## src/rtl/serial_add_ctrl.sv

```systemverilog
// Bit-serial add/subtract sequencer around one full-adder cell, LSB first, one bit per clock.
// Start to done is WIDTH+1 cycles; start is only taken in IDLE, so callers retry until busy is low.

module adder1bit (
   input  logic a,
   input  logic b,
   input  logic c_in,
   output logic sum,
   output logic c_out
);
   assign sum   = a ^ b ^ c_in;
   assign c_out = (a & b) | (c_in & (a ^ b));
endmodule

module serial_add_ctrl #(
   parameter int WIDTH = 32
) (
   input  logic             clk,
   input  logic             rst_n,
   input  logic             start,
   input  logic             sub,
   input  logic             abort,
   input  logic [WIDTH-1:0] a,
   input  logic [WIDTH-1:0] b,
   output logic             busy,
   output logic             done,
   output logic [WIDTH-1:0] result,
   output logic             c_out,
   output logic             overflow
);
   localparam int CW = $clog2(WIDTH);

   typedef enum logic [1:0] {S_IDLE, S_RUN, S_DONE} state_t;

   state_t           state, state_nx;
   logic [WIDTH-1:0] sa, sb, sr, sr_nx;
   logic             carry;
   logic [CW-1:0]    cnt;
   logic             last;
   logic             cell_sum, cell_cout;

   adder1bit u_cell (
      .a     (sa[0]),
      .b     (sb[0]),
      .c_in  (carry),
      .sum   (cell_sum),
      .c_out (cell_cout)
   );

   assign last  = (cnt == CW'(WIDTH - 1));
   assign sr_nx = {cell_sum, sr[WIDTH-1:1]};
   assign busy  = (state != S_IDLE);
   assign done  = (state == S_DONE);

   always_ff @(posedge clk) begin
      if (!rst_n) state <= S_IDLE;
      else        state <= state_nx;
   end

   always_comb begin
      state_nx = state;
      case (state)
         S_IDLE:  if (start) state_nx = S_RUN;
         // abort wins over the final-bit transition
         S_RUN:   if (abort) state_nx = S_IDLE;
                  else if (last) state_nx = S_DONE;
         S_DONE:  state_nx = S_IDLE;
         default: state_nx = S_IDLE;
      endcase
   end

   always_ff @(posedge clk) begin
      if (!rst_n) begin
         sa       <= '0;
         sb       <= '0;
         sr       <= '0;
         carry    <= 1'b0;
         cnt      <= '0;
         result   <= '0;
         c_out    <= 1'b0;
         overflow <= 1'b0;
      end else begin
         case (state)
            S_IDLE: begin
               if (start) begin
                  sa    <= a;
                  sb    <= sub ? ~b : b;
                  carry <= sub;
                  cnt   <= '0;
               end
            end
            S_RUN: begin
               if (!abort) begin
                  sa    <= sa >> 1;
                  sb    <= sb >> 1;
                  sr    <= sr_nx;
                  carry <= cell_cout;
                  cnt   <= cnt + CW'(1);
                  if (last) begin
                     // carry still holds the carry into the MSB here
                     result   <= sr_nx;
                     c_out    <= cell_cout;
                     overflow <= carry ^ cell_cout;
                  end
               end
            end
            default: ;
         endcase
      end
   end
endmodule

```

## config.mk

```make
export PLATFORM = sky130hd
export DESIGN_NAME = serial_add_ctrl
export DESIGN_NICKNAME = d
export VERILOG_FILES = /design/src/rtl/serial_add_ctrl.sv
export SDC_FILE = /design/constraint.sdc
export NUM_CORES = 1
export LEC_CHECK = 0
export ABC_AREA = 1
export CELL_PAD_IN_SITES_DETAIL_PLACEMENT = 1
export CELL_PAD_IN_SITES_GLOBAL_PLACEMENT = 1
export CORE_ASPECT_RATIO = 0.6
export CORE_MARGIN = 2
export CORE_UTILIZATION = 30
export DETAILED_ROUTE_END_ITERATION = 10
export GPL_ROUTABILITY_DRIVEN = 0
export PLACE_DENSITY = 0.71
export REMOVE_ABC_BUFFERS = 1
export SETUP_SLACK_MARGIN = 0.2
export SYNTH_ARGS = -nofsm -noshare
export SYNTH_HDL_FRONTEND = slang
export SYNTH_HIERARCHICAL = 1
export SYNTH_SLANG_ARGS = --single-unit
```

## constraint.sdc

```tcl
create_clock -name clk -period 1.5 [get_ports clk]
set_input_delay 0.3 -clock clk [delete_from_list [all_inputs] [get_ports clk]]
set_output_delay 0.3 -clock clk [all_outputs]
set_load 0.01 [all_outputs]
```

==> results of run 1 <==
## critical path: cells and delay by family, from the launching register on
| kind | cells | cell delay (ps) |
|---|---|---|
| AND/OR/NAND/NOR | 6 | 480 |
| buffers and inverters | 3 | 370 |
| flip-flops | 1 | 350 |
| adder cells (fa/ha/maj) | 2 | 310 |
## worst max path at each step
stage               startpoint          to  slack (ps)
floorplan                abort      cnt[3]       -1270
finish                  cnt[1]   result[2]        -130
detailed placement       abort      sa[16]        -230
global placement         start      sa[29]        -170
CTS                     cnt[1]  result[12]        -150
global route            cnt[0]  result[31]        -190
## layer usage
| metal | wire (microns) | share of wire | global-route usage |
|---|---|---|---|
| met1 | 11300 | 0.51 | 0.273 |
| met2 | 9880 | 0.44 | 0.302 |
| met3 | 895 | 0.040 | 0.0362 |
| met4 | 232 | 0.010 | 0.0556 |
| met5 | 0 | 0 | 0 |
## Yosys cell counts (all sizes together)
| master | instances | share of area |
|---|---|---|
| a211oi | 1 | 0.0021 |
| a21oi | 38 | 0.031 |
| buf | 25 | 0.022 |
| clkbuf | 38 | 0.023 |
| clkinv | 1 | 0.00062 |
| dfxtp | 137 | 0.45 |
| fa | 1 | 0.0033 |
| ha | 2 | 0.0041 |
| inv | 43 | 0.026 |
| nand2 | 283 | 0.17 |
| nand3 | 57 | 0.048 |
| nand4 | 1 | 0.0010 |
| nor2 | 202 | 0.13 |
| o21ai | 102 | 0.084 |
| xor2 | 2 | 0.0029 |
## power by group
part           switching, uW  total [uW]  internal, uW
Combinational           1010        1890           876
Clock                   1670        4870          3210
Sequential               110        3930          3820
Total                   2790       10700          7910
## kinds of logic (layout without fill, tap and decap cells)
logic type      after synthesis  after routing  share of synthesized area
compound gates              141            141                      0.117
flops                       137            137                      0.450
fa+ha+maj                     3              3                    0.00739
simple gates                543            544                      0.350
xor+xnor                      2              2                    0.00288
buf+inv                     107            256                     0.0727
## state kept, by name, indices dropped and copies added, names as in the netlist
| signal | flops |
|---|---|
| result | 32 |
| sa | 32 |
| sb | 32 |
| sr | 31 |
| cnt | 5 |
| state | 2 |
| c_out | 1 |
| carry | 1 |
| overflow | 1 |
## repair_timing
item	CTS	global route
hold buffers	0	0
pin swaps	11	53
hold endpoints to repair	0	0
gates resized for setup	171	180
endpoints found under the setup margin	144	156
cloned	7	8
setup buffers	9	10
## area by class of cell
class,instances,area [sq um],area share
repair buffers,181,2130,0.222
inverters,44,175,0.0182
well taps,273,342,0.0356
flip-flops and latches,137,2770,0.289
clock buffers,20,457,0.0476
multi-input cells,690,3510,0.366
clock inverters,11,218,0.0227
## per-stage QoR
step           hold slack [ps]   util  area [sq um]  setup WS (ps)  cells
6_report                   318  0.481          9600           -131   1356
5_1_grt                    322  0.481          9600           -187   1356
4_1_cts                    318  0.444          8870           -153   1338
3_5_place_dp               457  0.388          7750           -226   1291
3_3_place_gp               452  0.388          7750           -173   1291
2_1_floorplan              436      -          5810          -1270    870
==> impl_metrics.tcl, run 1 <==
set metrics [dict create \
    drc 0 \
    fillers 2405 \
    syn-cell-area_sq_mm 0.00609 \
    clk_latency_ps 420 \
    slew_violations 0 \
    end_kind "flop" \
    violations "negative setup slack" \
    ys_types 23 \
    finalNetCount 1143 \
    root_buffer "clkbuf_16" \
    fin_setup_tns_ps -3550 \
    numCtsBuffers 17 \
    htreeDepth 4 \
    grt_use_total 0.193 \
    wirelength_microns 22300 \
    min_from "rst_n" \
    area_delta_synth_final_pct 57.7 \
    synthesis.instances 933 \
    startpoint_type "flop" \
    hold_path_end "sb[31]" \
    finalWorstSetupSlack_ps -131 \
    die_y_microns 114 \
    start_util 0.305 \
    layout_min_cycle_time_ps 1630 \
    ant_nets 0 \
    worstReg2RegEnd "result[2]" \
    die_w_microns 188 \
    critPathMaxStageDelay_ps 350 \
    ys_ff_latch 137 \
    cp_slowest_cell "dfxtp_2" \
    num_vias 6387 \
    worst_slew_pin_slew_ps 445 \
    fmax_mhz 613 \
    cts_tree "built" \
    finalHoldViolCount 0 \
    grt_pass1_vias 6283 \
    power_uw 10700 \
    syn_avg_cell_area_sq_um 6.53 \
    final_cell_mix "nand2_1 (272), nor2_1 (130), dfxtp_1 (118)" \
    layout_commonest_cell "nand2_1" \
    r2r_setup_slack_ps -130 \
    drtIter0Drc 441 \
    drtPass1Iterations 4 \
    crit_fanout 10 \
    overflow 0 \
    finClkSkew_ps 13.0 \
    finalSetupViolations 35 \
    hold_path.class "in2reg" \
    timing.slew.headroom 0.703 \
    antenna_found_initial 0 \
    p_leak_uw 0.00428 \
    final.period_utilization 1.09 \
    worstHoldPathCells 3 \
    cts.sinks 137 \
    io_pins 105 \
    dp_hpwl_microns 12100 \
    clock_path_buffers 2 \
    crit_required_ps 1800 \
    dieArea_sq_mm 0.0215 \
    grt_pass1_wl_microns 32900 \
    status "complete, but fails checks" \
    r2r_start "cnt[1]" \
    viasPerCell 4.71 \
    synth-seq-area-share 0.450 \
    cap_violations 0 \
    yosys_warnings 6 \
    power.density_mw_per_mm2 1110 \
    reg2regPathDepth 11 \
    peakVddDrop_mv 0.884 \
    num_antenna_cells 0 \
    path_class "reg2reg" \
    clk_pin_slew_ps 60 \
    cp.arrival_ps 1930 \
    core-area_sq_mm 0.0200 \
    layout-drive-gt1-share 0.249 \
    grt_max_degree 103 \
    io_buffer_count 104 \
    wire_per_inst_microns 16.5 \
    crit_chain "ha_4 -> nand2_4 -> nor2_4 -> ha_4 -> nand2_4 -> nor2_4 -> buf_4 -> inv_4 -> buf_8 -> nor2_1 -> nor2_1" \
    rsz0062_at_grt "true" \
    num_rows 40 \
]
Note: power is estimated with default switching activity, not from simulation.
==> run 2, diff against run 1 <==
CAP_MARGIN = 20   (was not set)
CORE_UTILIZATION = 33   (was 30)
PLACE_DENSITY = 0.77   (was 0.71)
==> run 2 against run 1 <==
Net effect:
- maximum frequency decreased by 6.8%
- global-route usage increased by 0.57 points
- sequential share of layout area decreased by 2.1 points
- die area decreased by 8.8%
- the run still ends with negative setup slack left
- design area increased by 8.0%
- combinational power increased by 21%
- largest cell class unchanged
- count of clock-buffer cells in the layout decreased by 2
- clock power decreased by 1%
==> impl_metrics.tcl, run 2 (synthesis results as in run 1) <==
set metrics [dict create \
    status "complete, but fails checks" \
    violations "negative setup slack" \
    cp_slowest_cell "dfxtp_2" \
    crit_fanout 15 \
    cp_common_cell "nand2_2" \
    drc 0 \
    fmax_mhz 571 \
    layout_min_cycle_time_ps 1750 \
    num_rows 38 \
    die_w_microns 179 \
    cts_tree "built" \
    cap_violations 0 \
    end_kind "flop" \
    hold_path_end "sa[31]" \
    clk_latency_ps 430 \
    area_delta_synth_final_pct 70.3 \
    core-area_sq_mm 0.0181 \
    dp_cells 1257 \
    wire_per_inst_microns 20.0 \
    crit_required_ps 1810 \
    drtIter0Drc 420 \
    io_pins 105 \
    overflow 0 \
    hold_slack_ps 318 \
    hold_path.class "in2reg" \
    fin_setup_tns_ps -6390 \
    instances_no_fill 1334 \
    dieArea_sq_mm 0.0196 \
    start_util 0.337 \
    die_y_microns 109 \
    htreeDepth 4 \
    slew_violations 0 \
    utilization 0.574 \
    reg.largest.list "result (32), sa (32), sb (32)" \
    finalNetCount 1153 \
    layout-drive-gt1-share 0.358 \
    r2r_setup_slack_ps -250 \
    finalSetupViolations 43 \
    timing.slew.headroom 0.552 \
    ant_nets 0 \
    crit_chain "ha_4 -> nand2_2 -> nor2_2 -> ha_2 -> nand2_2 -> nor2_4 -> clkinv_4 -> buf_12 -> nand3_1 -> o21ai_1" \
    grt_pass1_wl_microns 30900 \
    viasPerCell 5.07 \
    final.period_utilization 1.17 \
    layout_commonest_cell "nand2_1" \
    r2r_start "cnt[0]" \
    wirelength_microns 26600 \
    cp.arrival_ps 2060 \
    antenna_found_initial 0 \
    grt_pass1_vias 6205 \
    clock_path_buffers 2 \
    clk_pin_slew_ps 60 \
    fillers 2104 \
    path_class "reg2reg" \
    num_vias 6767 \
    grt_max_degree 103 \
    startpoint_type "flop" \
    worst_slew_pin_slew_ps 672 \
    worstHoldPathCells 3 \
    numCtsBuffers 17 \
    finalHoldViolCount 0 \
    rsz0062_at_grt "true" \
    finClkSkew_ps 9.30 \
    peakVddDrop_mv 1.05 \
    ctsHoldBuffers 0 \
    dp_hpwl_microns 11700 \
    cts.sinks 137 \
    worstReg2RegEnd "result[30]" \
    root_buffer "clkbuf_16" \
    power.density_mw_per_mm2 1070 \
    num_antenna_cells 0 \
    grt_use_total 0.199 \
    io_buffer_count 104 \
    critPathMaxStageDelay_ps 350 \
    reg2regPathDepth 10 \
    min_from "rst_n" \
    finalWorstSetupSlack_ps -250 \
    drtPass1Iterations 5 \
    p_leak_uw 0.00453 \
    final_cell_mix "nand2_1 (212), nor2_1 (123), dfxtp_1 (116)" \
]
-- run 2: cell types whose count changed in the layout (fill, tap and decap cells not counted), sizes merged --
| cell | change |
|---|---|
| buf | -13 |
| clkbuf | +18 |
| clkinv | +3 |
| bufinv | -1 |
| clkdlybuf4s15 | +3 |
| inv | +1 |
-- run 2: cell type report --
cell class,count,area [sq um],area share
Clock buffer,18,439,0.0423
Clock inverter,14,219,0.0211
Inverter,44,173,0.0166
Multi-Input combinational cell,690,4050,0.391
Sequential cell,137,2770,0.267
Tap cell,240,300,0.0290
Timing Repair Buffer,191,2420,0.233
-- run 2: report_power, final --
group          internal, uW  switching (uW)  leakage [uW]  total [uW]
sequential             3830             148       0.00113        3970
clock                  3010            1790      0.000317        4800
combinational          1070            1210       0.00308        2290
-- run 2: how the worst max path moves through the flow --
stage / endpoint / depth (start not counted) / startpoint / slack, ps
floorplan: cnt[3] / 6 / abort / -1270
global placement: sb[21] / 7 / abort / -130
detailed placement: sb[18] / 7 / abort / -170
CTS: overflow / 9 / cnt[0] / -70
global route: result[30] / 10 / cnt[0] / -320
finish: result[30] / 10 / cnt[0] / -250
-- run 2: timing repair --
item | in CTS | in global routing
endpoints found under the setup margin | 147 | 152
cloned | 2 | 28
pin swaps | 2 | 119
gates resized for setup | 173 | 335
setup buffers | 7 | 8
-- run 2: per-layer routing --
layer  wire, microns  track usage
met1           12300        0.281
met2           12600        0.314
met3            1480       0.0345
met4             272       0.0536
met5               0            0
-- run 2: critical path, delay by kind of cell, from the launching register on --
family	cells	cell delay (ps)
DFF	1	350
buffers and inverters	2	350
adders and majority gates	2	330
and+or+nand+nor	5	510
AOI/OAI and AO/OA	1	90
-- run 2: stage by stage --
stage | total power (uW) | setup WS [ps] | cell area (sq um)
global route | 11400 | -316 | 10400
CTS | 10100 | -73.8 | 8630
finish | 11100 | -250 | 10400
global placement | 5230 | -129 | 7630
detailed placement | 5260 | -171 | 7630
floorplan | 4630 | -1270 | 5810
==> run 3, diff against run 2 <==
SYNTH_HIERARCHICAL = not set   (was 1)
==> run 3 against run 2 <==
Net effect:
- the run still ends with negative setup slack left
- clock skew rose by 6.6 ps
- clock power decreased by 11%
- setup slack worse by 71 ps
- register-to-register slack worse by 70 ps
- area after synthesis shrank 0.10%
- global-route usage grew 8.7 points
- synthesized cell count grew 0.11%
- critical path depth unchanged
- count of clock-buffer cells in the layout did not move
- power is 1.0% lower
- critical path type unchanged
- critical endpoint is now result[8]
- largest power group unchanged
==> impl_metrics.tcl, run 3 <==
set metrics [dict create \
    die_w_microns 179 \
    syn-cell-area_sq_mm 0.00608 \
    ys_ff_latch 137 \
    cts.sinks 137 \
    min_from "rst_n" \
    ys.flop_type "dfxtp_1" \
    root_buffer "clkbuf_16" \
    synth.most_common_cell "nand2_1" \
    dieArea_sq_mm 0.0196 \
    start_util 0.337 \
    yosysTopAreaCellShare 0.451 \
    numCtsBuffers 17 \
    reg2regPathDepth 10 \
    finalWorstSetupSlack_ps -321 \
    grt_pass1_vias 7473 \
    switchingPower_uw 3410 \
    ant_nets 0 \
    fillers 2061 \
    drtPass1Iterations 5 \
    clock_path_buffers 2 \
    dp_cells 1254 \
    worst_slew_pin_slew_ps 448 \
    worstReg2RegEnd "result[8]" \
    rsz0062_at_grt "true" \
    cap_violations 0 \
    reg.largest.list "result (32), sa (32), sb (32)" \
    startpoint_type "flop" \
    path_class "reg2reg" \
    p_sw_frac 0.312 \
    grt_pass1_wl_microns 42000 \
    synthArstFlopShare 0 \
    seq_power_share 0.366 \
    synth-seq-area-share 0.451 \
    r2r_setup_slack_ps -320 \
    ys_types 22 \
    synth_top_area_cell "dfxtp_1" \
    power_frac_comb 0.244 \
    cts_tree "built" \
    finClkSkew_ps 15.9 \
    viasPerCell 5.58 \
    finalSetupViolations 113 \
    final_cell_mix "nand2_1 (243), dfxtp_1 (123), nor2_1 (112)" \
    hold_path.class "in2reg" \
    worstHoldPathCells 3 \
    clock_power_share 0.390 \
    layout_commonest_cell "nand2_1" \
    peakVddDrop_mv 0.802 \
    cp.arrival_ps 2160 \
    core-area_sq_mm 0.0181 \
    io_buffer_count 104 \
    synthesis.instances 934 \
    layout-drive-gt1-share 0.390 \
    hold_path_end "sa[30]" \
    drc 0 \
    area_delta_synth_final_pct 75.8 \
    drtIter0Drc 575 \
    finalHoldViolCount 0 \
    timing.slew.headroom 0.701 \
    p_int_uw 7530 \
    antenna_found_initial 1 \
    p_leak_uw 0.00464 \
    end_kind "flop" \
    grt_max_degree 55 \
    num_rows 38 \
    slew_violations 0 \
    wirelength_microns 32400 \
    r2r_start "cnt[1]" \
    dp_hpwl_microns 11800 \
    synth_area_leaders "dfxtp_1 (45%), nand2_1 (17%), nor2_1 (12%), o21ai_0 (7.5%), nand3_1 (4.5%)" \
    power.density_mw_per_mm2 1020 \
    yosys_warnings 0 \
    io_pins 105 \
    crit_required_ps 1840 \
    wire_per_inst_microns 23.9 \
    status "complete, but fails checks" \
    finalNetCount 1171 \
    grt_use_total 0.286 \
    crit_fanout 17 \
    clk_latency_ps 420 \
    synth_common_cells "nand2_1 (283), nor2_1 (200), dfxtp_1 (137)" \
    final.period_utilization 1.21 \
    syn_avg_cell_area_sq_um 6.51 \
    fmax_mhz 549 \
    die_y_microns 109 \
    utilization 0.592 \
    htreeDepth 4 \
    overflow 0 \
    num_vias 7546 \
    synth-edff-count 0 \
    layout_min_cycle_time_ps 1820 \
    instances_no_fill 1353 \
    clk_pin_slew_ps 60 \
    violations "negative setup slack" \
]
run 3: changes by cell type in the layout (fill, tap and decap cells not counted), sizes merged, moves of 2 or more:
cell,delta
nand2,+2
clkinv,-2
clkinvlp,+4
clkbuf,-7
buf,+30
dlygate4sd2,+2
bufinv,-3
clkdlybuf4s15,-7
run 3: power groups by stage:
stage	Sequential [uW]	Clock [uW]	Combinational (uW)
CTS	3930	4180	2120
floorplan	3970	0	648
global placement	3990	0	1260
detailed placement	4000	0	1290
finish	4000	4270	2670
global route	4010	4430	2790
run 3: area by class of cell:
cell class	count	area, sq um	share of cell area
clock buffer	18	429	0.0401
multi-input combinational	691	4210	0.394
clock inverter	14	146	0.0137
antenna	1	2.50	0.000234
timing repair buffer	208	2670	0.249
sequential	137	2770	0.259
inverter	44	170	0.0159
tap	240	300	0.0281
run 3: cell families after synthesis:
logic type	count (synthesis)	synth area share
and+or+nand+nor	544	0.350
AOI/OAI and AO/OA	141	0.117
DFF	137	0.451
buffers and inverters	107	0.0718
adders and majority gates	3	0.00740
xor gates and xnor gates	2	0.00288
run 3: worst max-delay path: stages, from the launching register on:
cell,delay (ps)
dfxtp_2,390
ha_4,200
nand2_4,70
nor2_4,130
ha_4,170
nand2_4,60
nor2_4,120
buf_4,150
buf_12,150
o21ai_0,140
nor2_1,160
run 3: how the worst max path moves through the flow:
stage / startpoint / endpoint
floorplan: state[0] / carry
global placement: abort / sa[13]
detailed placement: abort / sb[18]
CTS: cnt[0] / result[25]
global route: cnt[1] / result[28]
finish: cnt[1] / result[8]
run 3: stage by stage:
stage / area (sq um) / total power, uW / setup slack (ps) / setup TNS (ps) / hold WS [ps]
after floorplan: 5810 / 4620 / -1210 / -139410 / 424
after global placement: 7650 / 5250 / -196 / -20170 / 450
after detailed placement: 7650 / 5290 / -270 / -22270 / 462
after CTS: 9830 / 10200 / -139 / -4000 / 194
after global routing: 10700 / 11200 / -349 / -16840 / 222
final: 10700 / 10900 / -321 / -15190 / 221
run 3: layer usage:
metal,vias to the layer above,share of wire,track usage
met5,-,0,0
met3,147,0.062,0.0554
met1,3723,0.41,0.366
met2,389,0.47,0.482
met4,0,0.055,0.103
li1,3287,-,-
run 3: what timing repair did:
action / CTS / global route
gates resized for setup: 300 / 306
setup buffers: 30 / 5
pin swaps: 38 / 108
hold buffers: 0 / 0
cloned: 28 / 3
endpoints found under the setup margin: 173 / 171
